==> config.mk <==
export PLATFORM = sky130hd
export DESIGN_NAME = jpeg_pixel_writer
export DESIGN_NICKNAME = d
export VERILOG_FILES = /design/src/rtl/jpeg_pkg.sv /design/src/rtl/jpeg_mcu_coord.sv /design/src/rtl/jpeg_pixel_writer.sv
export SDC_FILE = /design/constraint.sdc
export NUM_CORES = 1
export LEC_CHECK = 0
export CAP_MARGIN = 30
export CORE_UTILIZATION = 50
export CTS_CLUSTER_SIZE = 10
export DETAILED_ROUTE_END_ITERATION = 16
export DONT_BUFFER_PORTS = 1
export GPL_TIMING_DRIVEN = 0
export PLACE_DENSITY = 0.68
export SYNTH_ARGS = -nofsm -noshare
export SYNTH_HDL_FRONTEND = slang
export SYNTH_SLANG_ARGS = --single-unit
==> constraint.sdc <==
create_clock -name clk -period 2.92 [get_ports clk]
set_input_delay 0.73 -clock clk [delete_from_list [all_inputs] [get_ports clk]]
set_output_delay 0.73 -clock clk [all_outputs]
set_load 0.05 [all_outputs]
==> src/rtl/jpeg_pkg.sv <==
// Shared JPEG constants and types: MCU geometry, pixel width and the pixel-writer FSM encoding.
package jpeg_pkg;

    localparam int MCU_DIM_411 = 16;
    localparam int MCU_DIM_444 = 8;
    localparam int RGB_W       = 24;

    typedef enum logic [2:0] {
        ST_IDLE,
        ST_WAIT_CFG,
        ST_RUN,
        ST_DRAIN,
        ST_DONE
    } wr_state_t;

    // Coordinates that overflow 16 bits pin to 0xFFFF so they are always clipped.
    function automatic logic [15:0] sat16(input logic [16:0] v);
        return v[16] ? 16'hFFFF : v[15:0];
    endfunction

endpackage

==> src/rtl/jpeg_mcu_coord.sv <==
// Combinational MCU/in-MCU-address to pixel x,y mapping with an address range check.
module jpeg_mcu_coord
    import jpeg_pkg::*;
(
    input  logic        i_is_411,
    input  logic [12:0] i_x_mcu,
    input  logic [12:0] i_y_mcu,
    input  logic [7:0]  i_adr,
    output logic [15:0] o_x,
    output logic [15:0] o_y,
    output logic        o_adr_ok
);

    logic [16:0] w_x_411;
    logic [16:0] w_y_411;
    logic [16:0] w_x_444;
    logic [16:0] w_y_444;

    assign w_x_411 = 17'(i_x_mcu) * 17'(MCU_DIM_411) + 17'(i_adr[3:0]);
    assign w_y_411 = 17'(i_y_mcu) * 17'(MCU_DIM_411) + 17'(i_adr[7:4]);
    assign w_x_444 = 17'(i_x_mcu) * 17'(MCU_DIM_444) + 17'(i_adr[2:0]);
    assign w_y_444 = 17'(i_y_mcu) * 17'(MCU_DIM_444) + 17'(i_adr[5:3]);

    assign o_x = sat16(i_is_411 ? w_x_411 : w_x_444);
    assign o_y = sat16(i_is_411 ? w_y_411 : w_y_444);

    // Every 8-bit address is inside a 16x16 MCU; an 8x8 MCU only has 64 pixels.
    assign o_adr_ok = i_is_411 || (i_adr < 8'(MCU_DIM_444 * MCU_DIM_444));

endmodule

==> src/rtl/jpeg_pixel_writer.sv <==
// Turns the decoder's MCU-ordered pixel beats into clipped linear frame-buffer writes
// through a two-stage pipeline (coordinates, then clip/address) with backpressure.
module jpeg_pixel_writer
    import jpeg_pkg::*;
#(
    parameter int FB_W          = 640,
    parameter int FB_H          = 480,
    parameter int FB_ADDR_WIDTH = 19
) (
    input  logic                     clk,
    input  logic                     rst,
    input  logic                     start,
    input  logic                     cfg_en,
    input  logic                     cfg_411,
    input  logic [15:0]              cfg_width,
    input  logic [15:0]              cfg_height,
    input  logic [12:0]              cfg_mcu_w,
    input  logic [12:0]              cfg_mcu_h,
    input  logic                     pix_we,
    input  logic                     pix_begin,
    input  logic                     pix_end,
    input  logic [7:0]               pix_r,
    input  logic [7:0]               pix_g,
    input  logic [7:0]               pix_b,
    input  logic [7:0]               pix_adr,
    input  logic [12:0]              pix_x_mcu,
    input  logic [12:0]              pix_y_mcu,
    output logic                     pix_next,
    output logic                     fb_wr_en,
    input  logic                     fb_wr_ready,
    output logic [FB_ADDR_WIDTH-1:0] fb_wr_addr,
    output logic [RGB_W-1:0]         fb_wr_data,
    output logic                     busy,
    output logic                     frame_done,
    output logic                     done,
    output logic                     err,
    output logic [19:0]              wr_count,
    output logic [19:0]              clip_count
);

    localparam logic [15:0] FB_W16 = 16'(FB_W);
    localparam logic [15:0] FB_H16 = 16'(FB_H);

    wr_state_t r_state;
    wr_state_t w_state_next;

    logic                     r_is_411;
    logic [12:0]              r_mcu_w;
    logic [12:0]              r_mcu_h;
    logic [15:0]              r_lim_x;
    logic [15:0]              r_lim_y;

    logic                     r_s1_valid;
    logic                     r_s1_drop;
    logic [15:0]              r_s1_x;
    logic [15:0]              r_s1_y;
    logic [RGB_W-1:0]         r_s1_rgb;

    logic                     r_s2_valid;
    logic [FB_ADDR_WIDTH-1:0] r_s2_addr;
    logic [RGB_W-1:0]         r_s2_data;

    logic                     r_err;
    logic                     r_frame_done;
    logic [19:0]              r_wr_count;
    logic [19:0]              r_clip_count;

    logic [15:0]              w_x;
    logic [15:0]              w_y;
    logic                     w_adr_ok;
    logic                     w_mcu_ok;
    logic                     w_beat_ok;
    logic                     w_last_mcu;
    logic                     w_advance;
    logic                     w_accept;
    logic                     w_keep;
    logic                     w_clear;
    logic [FB_ADDR_WIDTH-1:0] w_fb_addr;
    logic                     w_unused_begin;

    assign w_unused_begin = pix_begin;

    jpeg_mcu_coord u_coord (
        .i_is_411 (r_is_411),
        .i_x_mcu  (pix_x_mcu),
        .i_y_mcu  (pix_y_mcu),
        .i_adr    (pix_adr),
        .o_x      (w_x),
        .o_y      (w_y),
        .o_adr_ok (w_adr_ok)
    );

    assign w_mcu_ok   = (pix_x_mcu < r_mcu_w) && (pix_y_mcu < r_mcu_h);
    assign w_beat_ok  = w_adr_ok && w_mcu_ok;
    assign w_last_mcu = pix_end && (pix_x_mcu == r_mcu_w - 13'd1)
                                && (pix_y_mcu == r_mcu_h - 13'd1);

    // Both stages move together whenever stage 2 is free or is being drained this cycle.
    assign w_advance = !r_s2_valid || fb_wr_ready;
    assign w_accept  = pix_we && pix_next;
    assign w_keep    = (r_s1_x < r_lim_x) && (r_s1_y < r_lim_y);
    assign w_fb_addr = FB_ADDR_WIDTH'(32'(r_s1_y) * 32'(FB_W) + 32'(r_s1_x));
    assign w_clear   = start && ((r_state == ST_IDLE) || (r_state == ST_DONE));

    always_comb begin
        w_state_next = r_state;
        case (r_state)
            ST_IDLE, ST_DONE: if (start)                        w_state_next = ST_WAIT_CFG;
            ST_WAIT_CFG:      if (cfg_en)                       w_state_next = ST_RUN;
            ST_RUN:           if (w_accept && w_last_mcu)       w_state_next = ST_DRAIN;
            ST_DRAIN:         if (!r_s1_valid && !r_s2_valid)   w_state_next = ST_DONE;
            default:                                            w_state_next = ST_IDLE;
        endcase
    end

    always_comb begin
        pix_next = (r_state == ST_RUN) && w_advance;
        busy     = (r_state == ST_WAIT_CFG) || (r_state == ST_RUN) || (r_state == ST_DRAIN);
        done     = (r_state == ST_DONE);
    end

    always_ff @(posedge clk) begin
        if (rst) begin
            r_state      <= ST_IDLE;
            r_frame_done <= 1'b0;
            r_is_411     <= 1'b0;
            r_mcu_w      <= '0;
            r_mcu_h      <= '0;
            r_lim_x      <= '0;
            r_lim_y      <= '0;
            r_s1_valid   <= 1'b0;
            r_s1_drop    <= 1'b0;
            r_s1_x       <= '0;
            r_s1_y       <= '0;
            r_s1_rgb     <= '0;
            r_s2_valid   <= 1'b0;
            r_s2_addr    <= '0;
            r_s2_data    <= '0;
            r_err        <= 1'b0;
            r_wr_count   <= '0;
            r_clip_count <= '0;
        end else begin
            r_state      <= w_state_next;
            r_frame_done <= (r_state == ST_DRAIN) && (w_state_next == ST_DONE);

            if ((r_state == ST_WAIT_CFG) && cfg_en) begin
                r_is_411 <= cfg_411;
                r_mcu_w  <= cfg_mcu_w;
                r_mcu_h  <= cfg_mcu_h;
                r_lim_x  <= (cfg_width  < FB_W16) ? cfg_width  : FB_W16;
                r_lim_y  <= (cfg_height < FB_H16) ? cfg_height : FB_H16;
            end

            if (w_advance) begin
                r_s1_valid <= w_accept;
                if (w_accept) begin
                    r_s1_drop <= !w_beat_ok;
                    r_s1_x    <= w_x;
                    r_s1_y    <= w_y;
                    r_s1_rgb  <= {pix_r, pix_g, pix_b};
                end
                r_s2_valid <= r_s1_valid && !r_s1_drop && w_keep;
                if (r_s1_valid) begin
                    r_s2_addr <= w_fb_addr;
                    r_s2_data <= r_s1_rgb;
                end
            end

            if (w_clear) begin
                r_err        <= 1'b0;
                r_wr_count   <= '0;
                r_clip_count <= '0;
            end else begin
                if (w_accept && !w_beat_ok)
                    r_err <= 1'b1;
                if (r_s2_valid && fb_wr_ready && (r_wr_count != '1))
                    r_wr_count <= r_wr_count + 20'd1;
                // Protocol-error drops are not clipping, so they never reach this count.
                if (w_advance && r_s1_valid && !r_s1_drop && !w_keep && (r_clip_count != '1))
                    r_clip_count <= r_clip_count + 20'd1;
            end
        end
    end

    assign fb_wr_en   = r_s2_valid;
    assign fb_wr_addr = r_s2_addr;
    assign fb_wr_data = r_s2_data;
    assign frame_done = r_frame_done;
    assign err        = r_err;
    assign wr_count   = r_wr_count;
    assign clip_count = r_clip_count;

endmodule

==> metrics <==
total congestion overflow 0; first-pass GRT wire length 46500 µm; Clock Path Buffers 3; Layout fillers ~2000; H-tree depth 1; crit path capture type flip-flop; Net count, final 1571; CP startpoint kind flip-flop; number of synthesized flops with an enable pin 0; syn_nets 1536; Initial Util 0.512; WL final 30200 µm; yosys warns 0; routed wire length per instance roughly 18 µm; static leakage 4.33 nW; Worst Path Required 3330 ps; Layout Skew approximately 12 ps; Tot Pwr 6.56 mW; most frequent CP cell ha_4; ys flop type dfxtp_1; Clock Sinks 206; cts bufs inserted 25; Worst Hold Slack approximately 330 ps; DRC violations left 0; layout cells sized above 1 0.0579; Core ar. 21100 µm²; synthesis-stage register bit count 206; CTS tree yes; status finished clean; Mapped Cells 1323; Critical Path AT 3280 ps; largest net degree at the start of global routing 14; DRT antenna net count 0; final hold vios 0; Worst-path clk slew 60 ps; Synth area leader dfxtp_1; final setup margin roughly 53 ps; Syn Std Cell Area 10800 µm²; Ports 214; gr usage total 0.267; sequential share of the synthesized area 0.382; DIE AREA 22200 µm²; PortBufs 0; via-per-instance ratio between 5 and 6; antenna violations before repair 1; Max Used Layer met4; Avg Inst Size Synth 8.16 µm²; sequential cell area 4140 µm²; RSZ-0062 raised after global routing true; dpl cells between 1500 and 2000; Crit-path slowest cell fa_2; Worst-Skew Late Latency 530 ps; dpl ws -234 ps; Rows between 50 and 60; Worst Tran Pin Value ~960 ps; drt pass-1 iters 5; die height ~150 µm; Chip Width 149 µm; Tightest Hold Check Type in -> reg; share of the synthesized area in the top cell type 0.382; GPL Wtd Cong roughly 0.91; DR WL met3 2480 µm; Cell Chain, Critical Path ha_4 > ha_4 > inv_2 > fa_2 > inv_2 > ha_4 > nand3_1 > o211ai_1 > o41a_1 > a31oi_4 > o211ai_1 > nor3b_2; peak per-stage delay on the critical path between 500 and 600 ps; Worst Path Max Fanout 5; number of global-route vias before repair 8748; Layout area overhead 12.2%; Setup-failing EPs final 0; largest cells by area after synthesis dfxtp_1, ha_1, nand2_1, a21oi_1, nor2_1; final worst path period share 0.982; Initial DRC Count 500; DP Wirelength 23100 µm; Synth cell types 63; Final min period ~2900 ps; Pwr Density 541 nW/µm²; MaxCap Viol Count 0; Via Count roughly 9500; most frequent cell after synthesis nand2_1; wire length on met2 13900 µm; VDD IR max 0.423 mV; Fmax between 300 and 400 MHz; Non-Filler Instances 1641; most frequent cells after synthesis nand2_1, dfxtp_1, a21oi_1; area of the multi-input gates 6310 µm²; wl on met1 13200 µm; Slew HR 0.358; Synth async-reset ratio 0; final-report max-slew violation count 0; Crit Path Class reg -> reg; root buffer cell clkbuf_16
==> layout make-up <==
| type | count | share of cell area |
|---|---|---|
| clock inverters | 3 | 0.00661 |
| inverters | 73 | 0.0226 |
| diodes | 2 | 0.000413 |
| clock buffers | 30 | 0.0540 |
| flip-flops and latches | 206 | 0.342 |
| repair buffers | 8 | 0.00495 |
| well taps | 275 | 0.0284 |
| multi-input cells | 980 | 0.521 |
| plain buffers | 64 | 0.0204 |
==> per-stage QoR <==
step	util	setup TNS (ps)	instance area, µm²
2_1_floorplan	-	0	10800
3_3_place_gp	0.528	-1990	11100
3_5_place_dp	0.529	-741	11100
4_1_cts	0.567	-26.9	12000
5_1_grt	0.575	-60.7	12100
6_report	0.575	0	12100
==> routing by layer <==
| layer | up-vias | GRT usage |
|---|---|---|
| met5 | - | 0 |
| li1 | 4725 | - |
| met1 | 4452 | 0.353 |
| met3 | 44 | 0.0651 |
| met2 | 295 | 0.427 |
| met4 | 0 | 0.0811 |
==> layout by cell type (no fill, tap or decap), types with 5 or more instances in the layout <==
cell,instances
dfxtp_2,6
nor2b_1,8
xor2_1,27
a21o_1,10
clkbuf_16,25
o31ai_1,5
clkbuf_1,63
a211oi_1,39
nand4_1,19
and3_1,10
ha_1,78
buf_4,8
dfxtp_1,197
or3_1,12
o21ai_0,26
mux2i_1,31
nand2b_1,7
and2_1,5
a221oi_1,5
ha_4,6
o21a_1,13
a21oi_1,123
xnor2_1,34
nor4_1,11
o211ai_1,11
a22oi_1,13
nand3_1,33
a31oi_1,5
inv_1,71
nand2_1,212
nor3_1,40
or4_1,11
nor2_1,117
==> power breakdown <==
part	internal [mW]	switching (mW)
combinational	0.285	0.475
sequential	2.86	0.0630
clock	1.74	1.13
==> worst max-delay path: cells and delay by family (launching register included) <==
kind,cells,cell delay (ps)
compound gates,4,890
simple gates,2,260
buf+inv,2,70
fa+ha+maj,4,1150
flops,1,370
==> what timing repair did <==
item | 4_1_cts | 5_1_grt
setup buffers | 2 | 6
hold buffers | 0 | 0
gates resized for setup | 12 | 26
setup endpoints to repair | 7 | 21
pin swaps | 3 | 7
==> flip-flops by register name (all words and copies together), names as in the netlist <==
name / cells
r_s1_rgb: 24
r_lim_y: 16
r_s1_drop: 1
r_s1_x: 16
wr_count: 20
r_s1_valid: 1
fb_wr_data: 24
fb_wr_addr: 19
r_mcu_w: 13
r_is_411: 1
r_lim_x: 16
r_s1_y: 16
r_state: 3
err: 1
frame_done: 1
r_mcu_h: 13
clip_count: 20
fb_wr_en: 1
==> logic make-up after synthesis <==
group / Yosys count / synth area share
compound gates: 286 / 0.169
fa+ha+maj: 88 / 0.103
flops: 206 / 0.382
mux: 31 / 0.0287
simple gates: 514 / 0.219
buf+inv: 137 / 0.0478
xor+xnor: 61 / 0.0495
==> path summary, 6_finish.rpt <==
path,startpoint,to,slack [ps],cells after the start
worst min register to register,r_s1_rgb[12],fb_wr_data[12],450,2
worst min-delay path,pix_b[1],r_s1_rgb[1],330,2
worst max-delay path,r_s1_y[3],fb_wr_addr[18],50,12
worst max register to register,r_s1_y[3],fb_wr_addr[18],50,12
No activity file was read; power rests on OpenSTA's default activity.
==> RTL edit (same flow settings) <==
The 5 states of `wr_state_t` get a one-hot encoding in 5 bits.
--- a/src/rtl/jpeg_pkg.sv
+++ b/src/rtl/jpeg_pkg.sv
@@ -7,8 +7,8 @@
 
-    typedef enum logic [2:0] {
-        ST_IDLE,
-        ST_WAIT_CFG,
-        ST_RUN,
-        ST_DRAIN,
-        ST_DONE
+    typedef enum logic [4:0] {
+        ST_IDLE     = 5'b00001,
+        ST_WAIT_CFG = 5'b00010,
+        ST_RUN      = 5'b00100,
+        ST_DRAIN    = 5'b01000,
+        ST_DONE     = 5'b10000
     } wr_state_t;
Behaviour: same outputs for any inputs over 4 cycles, from zero or initial values and one cycle with rst high; so few cycles prove little.
==> RTL edit against the unedited design <==
  * The run now ends with setup timing left
  * Sequential share of layout area shrank 0.85 points
  * Synthesized area is 2.1% higher
  * Worst setup slack worse by 0.14 ns
  * Cell area is 3.9% higher
  * Wire length is 4.1% higher
  * Sequential cell count increased by 2
  * Synthesized cell count increased by 6.4%
  * Die area rose by 2.1%
Power is not compared: it rests on default switching activity, and its combinational part moved more than twofold at a synthesized area within 25%.
==> RTL edit: results (changes against the unedited design) <==
- The global routing usage on met2 is 0.445 (+0.0182).
- In the post-synthesis netlist, the biggest area contributors are dfxtp_1 38%, ha_1 9.8%, a21oi_1 7.7%, nand2_1 7.4%, nor2_1 5.1%.
- The number of diodes added for antenna fixing came to 0 (-2).
- The total of fill cells in the finished design is 1954 (-0.86%).
- The run finished, with violations left.
- The total CTS buffers is 26 (+4.0%).
- The synthesized area per cell was 7.83 sq um (-4.1%).
- The normalized max-slew margin is 0.307 (-0.0511).
- The share of the yosys chip area belonging to registers is 0.378 (-0.00417).
- The largest clock skew in the final design came to 0.0231 ns (+0.0113 ns).
- The HPWL after detailed placement came to 24000 um (+4.2%).
- The number of nets produced by synthesis is 1621 (+5.5%).
- The cell sitting at the root of the clock tree is a clkbuf_16.
- The total detailed-routing wirelength is 31500 um (+4.1%).
- The aggregate negative setup slack is -0.243 ns (-0.243 ns).
- The final reports fail on setup timing.
- The routed wire length per instance is 18.1 um (-1.6%).
- The routed wire length on met3 is 2780 um (+12%).
- The fraction of final layout cells sized beyond drive strength 1 is 0.0808 (+0.0228).
- The initial DRC count is 543 (+8.6%).
- The maximum fanout along the worst path was 6 (+1).
- The multi-input combinational cell area was 6570 sq um (+4.1%).
- The routing usage on met1 is 0.332 (-0.0210).
- The total number of yosys warnings was 0 (unchanged).
- The number of antenna violations at the first check in global routing is 0 (-1).
- The wire length of the first global-routing pass is 47700 um (+2.5%).
- The met3 routing resource usage after global routing was 0.0718 (+0.00668).
- The critical path data arrival time was 3.40 ns (+0.12 ns).
- The worst-case setup margin in the final layout came to -0.0913 ns (-0.145 ns).
- The number of setup violations in the final report is 5 (+5).
- The number of distinct library cells after synthesis is 59 (-6.3%).
- The via count of the routed design was 10070 (+5.8%).
- Counting instances in the post-synthesis netlist gives the leading cell types as 218 x nand2_1, 208 x dfxtp_1, 169 x a21oi_1, 149 x nor2_1, 86 x ha_1.
-- RTL edit: cell types whose count changed in the layout (fill, tap and decap cells not counted), sizes merged, moves of 7 or more --
cell	before	now
o21ai	26	42
o221ai	1	8
xor2	27	18
clkbuf	91	101
a21oi	123	170
mux2i	31	2
buf	11	20
nor4	13	6
or3	12	30
nor2	117	149
-- RTL edit: metrics by stage --
step	hold WS, ns	area [sq um]	setup WS, ns	utilization
after floorplan	0.430	11000	0.0153	-
after global placement	0.437	11400	-0.593	0.535
after detailed placement	0.443	11400	-0.605	0.535
after CTS	0.309	12400	-0.0658	0.583
after global routing	0.315	12600	-0.240	0.592
final	0.318	12600	-0.0913	0.592
-- RTL edit: power groups by stage --
stage / registers [mW] / logic (mW) / clock network [mW]
after floorplan: 2.93 / 0.247 / 0
after global placement: 2.93 / 0.329 / 0
after detailed placement: 2.93 / 0.333 / 0
after CTS: 2.87 / 0.337 / 3.10
after global routing: 2.86 / 0.385 / 3.20
final: 2.86 / 0.348 / 3.05
-- RTL edit: cell families (layout without fill, tap and decap cells) --
logic type / after synthesis / in the layout / share of synthesized area
multiplexers: 2 / 2 / 0.00182
buffers and inverters: 145 / 198 / 0.0495
AO/OA/AOI/OAI: 347 / 347 / 0.192
adder cells (fa/ha/maj): 88 / 88 / 0.101
AND/OR/NAND/NOR: 565 / 565 / 0.236
flip-flops: 208 / 208 / 0.378
XOR/XNOR: 53 / 53 / 0.0421
-- RTL edit: layout make-up --
| type | count | area share |
|---|---|---|
| Tap cell | 275 | 0.0273 |
| Multi-Input combinational cell | 1055 | 0.522 |
| Sequential cell | 208 | 0.333 |
| Timing Repair Buffer | 18 | 0.0107 |
| Clock inverter | 4 | 0.00646 |
| Inverter | 73 | 0.0218 |
| Clock buffer | 33 | 0.0569 |
| Buffer | 70 | 0.0218 |
-- RTL edit: worst max-delay path, cell delays in order, from the launching register on --
cell and delay [ns]:
dfxtp_4 0.36, or3_4 0.38, or3_4 0.38, a222oi_1 0.32, nand4_1 0.12, or4_1 0.52
or4_4 0.60, a21oi_2 0.14, nor2_1 0.04
-- RTL edit: worst paths after layout --
path / cells after the start / to / from
max: 8 / r_state[2]$_SDFF_PP0_ / r_mcu_h[3]$_SDFFE_PP0P_
min: 2 / r_mcu_h[2]$_SDFFE_PP0P_ / cfg_mcu_h[2]
max reg2reg: 8 / r_state[2]$_SDFF_PP0_ / r_mcu_h[3]$_SDFFE_PP0P_
min reg2reg: 2 / fb_wr_data[19]$_SDFFE_PP0P_ / r_s1_rgb[19]$_SDFFE_PP0P_
-- RTL edit: timing repair --
item	4_1_cts	5_1_grt
endpoints found under the hold margin	0	0
gates resized for setup	36	34
setup endpoints to repair	28	27
buffers inserted	10	8
pin swaps	14	17
